<file path="config.mk">
export PLATFORM = sky130hd
export DESIGN_NAME = spi2_access_sched
export DESIGN_NICKNAME = d
export VERILOG_FILES = /design/src/rtl/rf_ctr_pkg.sv /design/src/rtl/sync_edge_det.sv /design/src/rtl/spi2_access_sched.sv
export SDC_FILE = /design/constraint.sdc
export NUM_CORES = 1
export LEC_CHECK = 0
export BUFFER_PORTS_ARGS = -buffer_cell sky130_fd_sc_hd__buf_4
export CORE_UTILIZATION = 54
export DETAILED_ROUTE_END_ITERATION = 10
export PLACE_DENSITY_LB_ADDON = 0.3
export SYNTH_ARGS = -nofsm -noshare
export SYNTH_HDL_FRONTEND = slang
export SYNTH_SLANG_ARGS = --single-unit
</file>
<file path="constraint.sdc">
create_clock -name sys_clk -period 5.5 [get_ports sys_clk]
set_input_delay 0 -clock sys_clk [delete_from_list [all_inputs] [get_ports sys_clk]]
set_output_delay 0 -clock sys_clk [all_outputs]
set_load 0.02 [all_outputs]
</file>
<file path="src/rtl/rf_ctr_pkg.sv">
// Shared types and constants for the receive-board SPI bus schedulers.
package rf_ctr_pkg;

  typedef enum logic [1:0] {
    ST_IDLE  = 2'd0,
    ST_ISSUE = 2'd1,
    ST_WAIT  = 2'd2,
    ST_DONE  = 2'd3
  } state_e;

  localparam logic [1:0] GNT_POLL = 2'd0;
  localparam logic [1:0] GNT_RD   = 2'd1;
  localparam logic [1:0] GNT_WR   = 2'd2;

  localparam int POLL_DIV_DEF = 20;
  localparam int TIMEOUT_DEF  = 1023;

endpackage

</file>
<file path="src/rtl/sync_edge_det.sv">
// Two-flop synchronizer for a slow level from another clock domain plus a
// rising-edge pulse taken from the synchronized level.
module sync_edge_det (
  input  logic sys_clk,
  input  logic rst,
  input  logic d,
  output logic rise
);

  logic s1, s2, s3;

  always_ff @(posedge sys_clk or posedge rst) begin
    if (rst) begin
      s1 <= 1'b0;
      s2 <= 1'b0;
      s3 <= 1'b0;
    end else begin
      s1 <= d;
      s2 <= s1;
      s3 <= s2;
    end
  end

  assign rise = s2 & ~s3;

endmodule

</file>
<file path="src/rtl/spi2_access_sched.sv">
// Arbitrates the second SPI bus (AD7884 readback) between a periodic power
// poll, host reads and host writes, one spi_ctr access at a time.
module spi2_access_sched
  import rf_ctr_pkg::*;
#(
  parameter int POLL_DIV = POLL_DIV_DEF,
  parameter int TIMEOUT  = TIMEOUT_DEF
) (
  input  logic        sys_clk,
  input  logic        rst,
  input  logic        poll_en,
  input  logic        cmd_rd_req,
  input  logic        cmd_wr_req,
  input  logic [31:0] cmd_wr_data,
  output logic        cmd_busy,
  output logic        cmd_done,
  output logic [15:0] cmd_dout,
  output logic        cmd_timeout,
  output logic        poll_vld,
  output logic [15:0] poll_dout,
  output logic [7:0]  overrun_cnt,
  output logic        spi_rd_en,
  output logic        spi_wr_en,
  output logic [31:0] spi_wr_data,
  input  logic [15:0] spi_dout,
  input  logic        spi_dout_vld,
  input  logic        spi_update_vld,
  output state_e      state_dbg
);

  localparam int PW = (POLL_DIV > 0) ? $clog2(POLL_DIV + 1) : 1;
  localparam int TW = (TIMEOUT > 1) ? $clog2(TIMEOUT + 1) : 1;

  state_e        state;
  logic [1:0]    gnt;
  logic [TW-1:0] tcnt;
  logic [15:0]   cap;
  logic [PW-1:0] pcnt;
  logic [31:0]   wr_word;
  logic          wr_pend, rd_pend, poll_pend;
  logic          dv_rise, uv_rise, done_edge, tmo_hit;
  logic          grant_wr, grant_rd, grant_poll;
  logic          tick, poll_inflight, tick_drop, poll_to;
  logic [8:0]    ovr_sum;

  sync_edge_det u_dv_sync (.sys_clk(sys_clk), .rst(rst), .d(spi_dout_vld),   .rise(dv_rise));
  sync_edge_det u_uv_sync (.sys_clk(sys_clk), .rst(rst), .d(spi_update_vld), .rise(uv_rise));

  assign grant_wr   = (state == ST_IDLE) && wr_pend;
  assign grant_rd   = (state == ST_IDLE) && !wr_pend && rd_pend;
  assign grant_poll = (state == ST_IDLE) && !wr_pend && !rd_pend && poll_pend;

  assign done_edge     = (gnt == GNT_WR) ? uv_rise : dv_rise;
  assign tmo_hit       = (state == ST_WAIT) && !done_edge && (tcnt == TW'(TIMEOUT - 1));
  assign poll_inflight = (state != ST_IDLE) && (gnt == GNT_POLL);
  assign tick          = poll_en && (pcnt == PW'(POLL_DIV));
  assign tick_drop     = tick && (poll_pend || poll_inflight);
  assign poll_to       = tmo_hit && (gnt == GNT_POLL);

  assign cmd_busy  = wr_pend || rd_pend || ((state != ST_IDLE) && (gnt != GNT_POLL));
  assign state_dbg = state;

  // Command flags only latch while the command side is idle; a simultaneous
  // read and write keeps just the write.
  always_ff @(posedge sys_clk or posedge rst) begin
    if (rst) begin
      wr_pend   <= 1'b0;
      rd_pend   <= 1'b0;
      poll_pend <= 1'b0;
      wr_word   <= '0;
      pcnt      <= '0;
    end else begin
      if (grant_wr) begin
        wr_pend <= 1'b0;
      end else if (cmd_wr_req && !cmd_busy) begin
        wr_pend <= 1'b1;
        wr_word <= cmd_wr_data;
      end
      if (grant_rd)
        rd_pend <= 1'b0;
      else if (cmd_rd_req && !cmd_wr_req && !cmd_busy)
        rd_pend <= 1'b1;
      if (grant_poll)
        poll_pend <= 1'b0;
      else if (tick && !poll_inflight)
        poll_pend <= 1'b1;
      if (!poll_en || pcnt == PW'(POLL_DIV))
        pcnt <= '0;
      else
        pcnt <= pcnt + 1'b1;
    end
  end

  // Dropped ticks and abandoned polls can coincide, so add both then clamp.
  always_comb ovr_sum = {1'b0, overrun_cnt} + 9'(tick_drop) + 9'(poll_to);

  always_ff @(posedge sys_clk or posedge rst) begin
    if (rst) overrun_cnt <= '0;
    else     overrun_cnt <= (ovr_sum > 9'd255) ? 8'd255 : ovr_sum[7:0];
  end

  always_ff @(posedge sys_clk or posedge rst) begin
    if (rst) begin
      state       <= ST_IDLE;
      gnt         <= GNT_POLL;
      tcnt        <= '0;
      cap         <= '0;
      spi_rd_en   <= 1'b0;
      spi_wr_en   <= 1'b0;
      spi_wr_data <= '0;
      cmd_done    <= 1'b0;
      cmd_dout    <= '0;
      cmd_timeout <= 1'b0;
      poll_vld    <= 1'b0;
      poll_dout   <= '0;
    end else begin
      spi_rd_en   <= 1'b0;
      spi_wr_en   <= 1'b0;
      cmd_done    <= 1'b0;
      cmd_timeout <= 1'b0;
      poll_vld    <= 1'b0;
      case (state)
        ST_IDLE: begin
          // Strobe is registered on the grant so it is high during ISSUE.
          if (grant_wr) begin
            gnt         <= GNT_WR;
            spi_wr_en   <= 1'b1;
            spi_wr_data <= wr_word;
            state       <= ST_ISSUE;
          end else if (grant_rd || grant_poll) begin
            gnt       <= grant_rd ? GNT_RD : GNT_POLL;
            spi_rd_en <= 1'b1;
            state     <= ST_ISSUE;
          end
        end
        ST_ISSUE: begin
          tcnt  <= '0;
          state <= ST_WAIT;
        end
        ST_WAIT: begin
          if (done_edge) begin
            cap   <= (gnt == GNT_WR) ? 16'h0000 : spi_dout;
            state <= ST_DONE;
          end else if (tmo_hit) begin
            cmd_timeout <= (gnt != GNT_POLL);
            state       <= ST_IDLE;
          end else begin
            tcnt <= tcnt + 1'b1;
          end
        end
        ST_DONE: begin
          if (gnt == GNT_POLL) begin
            poll_vld  <= 1'b1;
            poll_dout <= cap;
          end else begin
            cmd_done <= 1'b1;
            cmd_dout <= cap;
          end
          state <= ST_IDLE;
        end
        default: state <= ST_IDLE;
      endcase
    end
  end

endmodule

</file>
==> metrics.txt <==
outcome finished, final reports clean; Pleak approximately 0.0040 uW; worst hold path class input pin to asynchronous set/reset pin; Critical Path End overrun_cnt[1]$_DFF_PP0_; Worst Skew around 7.6 ps; Initial Util 0.559; PD cells 570 nW/um2; Cells after DPL roughly 720; WHS about 220 ps; Skew-Pair Late Insertion Delay between 400 and 500 ps; Vias ~4400; Async SR Flop Fraction 1.00; CP max FO 21; DP Wirelength between 8000 and 9000 um; antenna violations before repair 0; Syn Inst Count ~460; syn nets about 520; clk sinks approximately 150; Routed WL ~14000 um; core area 10900 um2; fmax 0.296 GHz; ys flop type dfrtp_1; commonest non-fill, non-tap cell in the layout dfrtp_1; Netlist cell types 43; DRT iter0 DRCs around 190; Slew Limit Headroom 0.304; Port Buffer Count between 100 and 150; RSZ-0062 raised after global routing false; crit end category register; syn_area_per_cell roughly 13 um2; critical path arrival between 3000 and 4000 ps; global-route wire length before repair about 22000 um; period utilization 0.615; Worst R2R Path Depth 11; nets between 700 and 800; Worst Setup SP state_dbg[0]$_DFFE_PP0P_; Final Hold Vio Count 0; Row Count 38; reg-to-reg setup timing slack around 2100 ps; Total Routing Usage GR 0.254; largest net degree at the start of global routing 88; sequential area share after synthesis 0.626; average wire per standard cell roughly 17 um; # DRC 0; fin cells ~800; Die Height 108 um; Final Util 0.766; GRT overflow 0; setup repair bufs after CTS 0; mapped cell area between 6000 and 7000 um2; setup tns final 0 ps; worst reg2reg path startpoint state_dbg[0]$_DFFE_PP0P_; Worst-path clk slew about 60 ps; RR Endpoint overrun_cnt[1]$_DFF_PP0_; clock buffer count from CTS 17; total die area around 12000 um2; Tightest Pin Transition between 1000 and 1500 ps; number of synthesized flops with an enable pin 0; GPL Wtd Cong around 0.85; post_cts resized 0; H-tree depth 4; Pins Over Slew Limit 0; vias in the first global route ~4600; max_cap viols 0; final setup violating endpoints 0; Final Critical Period around 3400 ps; n_diodes 0; layout cells sized above 1 0.411; Yosys warning count 0; most frequent cells in the layout 153 x dfrtp_1, 138 x buf_4, 97 x mux2_2; Die W 108 um; P&R area growth vs syn 37.0%; CTS tree yes; crit start category register; io pins 135; worst endpoint required time just under 6000 ps; Routed Antenna Nets 0; via/cell ratio roughly 5.4; Root Buffer clkbuf_16; CP Class register to register; clk buf depth 2; Peak supply drop 0.000349 V; #FFs+latches synth between 150 and 200; drt first pass iters 4
-- critical path, stage by stage, from the launching register on --
cell      delay (ps)
dfrtp_1          440
nand2b_1         530
a2111o_1         630
nor2_1           170
nand2_1          110
fa_1             430
inv_1             80
ha_1             190
and3_1           200
and3_1           210
nand3_1          190
nand2b_1         130
-- registers in the layout (all words and copies together) (netlist names), 2 cells and up --
register / flops
wr_word: 32
gnt: 2
overrun_cnt: 8
pcnt: 5
tcnt: 10
poll_dout: 16
spi_wr_data: 32
cmd_dout: 16
cap: 16
state_dbg: 2
-- what timing repair did --
action,4_1_cts,5_1_grt
setup endpoints to repair,0,0
hold buffers,54,0
endpoints found under the hold margin,123,0
-- area by class of cell --
cell class / instances / area [um2]
repair buffers: 192 / 1580
clock buffers: 22 / 474
flip-flops and latches: 153 / 3830
fillers: 677 / 2550
inverters: 10 / 42.5
well taps: 140 / 175
clock inverters: 10 / 140
multi-input cells: 277 / 2140
-- cell families after synthesis --
kind of cell	after synthesis	synth area share
and+or+nand+nor	104	0.0863
xor gates and xnor gates	7	0.0100
DFF	153	0.626
buffers and inverters	31	0.0233
AOI/OAI and AO/OA	60	0.0573
muxes	100	0.184
adders and majority gates	6	0.0135
-- cells in the mapped netlist, drive strengths merged (2+ instances only) --
cell    instances  area, um2
o21ai          39        195
or2             2       12.5
o31ai           2       15.0
a31oi           2       12.5
inv            10       37.5
xor2            4       35.0
and2            4       25.0
nor3            6       35.0
and3            4       25.0
mux2           97       1090
o211ai          2       15.0
buf            12       71.3
nor2b           5       31.3
a21oi           7       35.0
dfrtp         153       3830
nand2b          8       57.6
nand4b          2       17.5
nand3           8       45.0
ha              5       62.6
mux2i           3       30.0
clkbuf          9       33.8
xnor2           3       26.3
nor2           16       60.1
nand4           6       37.5
nand2          39        146
-- power by group --
part           switching [uW]  internal [uW]
Clock                     449            751
Sequential                298           1580
Combinational             858            836
Total                    1610           3170
-- per-layer routing --
layer | track usage | part of all wire | routed length (um)
met4 | 0.106 | 0.022 | 300
met2 | 0.427 | 0.52 | 7220
met3 | 0.0627 | 0.049 | 677
met5 | 0 | 0 | 0
met1 | 0.312 | 0.41 | 5680
-- through the flow --
step           cell area [um2]  setup slack [ps]  power, uW
3_3_place_gp              7230              2340       3430
4_1_cts                   8380              2150       4780
5_1_grt                   8380              1860       5020
2_1_floorplan             6120              1380       2880
6_report                  8380              2120       4780
3_5_place_dp              7230              2150       3530
-- worst min path at each step --
stage | start | endpoint | slack (ps)
floorplan | spi_dout_vld | u_dv_sync.s1$_DFF_PP0_ | 30
global placement | rst | wr_word[31]$_DFFE_PP0P_ | 110
detailed placement | spi_update_vld | u_uv_sync.s1$_DFF_PP0_ | 110
finish | rst | spi_wr_data[31]$_DFFE_PP0P_ | 220
global route | spi_update_vld | u_uv_sync.s1$_DFF_PP0_ | 240
CTS | spi_update_vld | u_uv_sync.s1$_DFF_PP0_ | 220
Note: power is estimated with default switching activity, not from simulation.
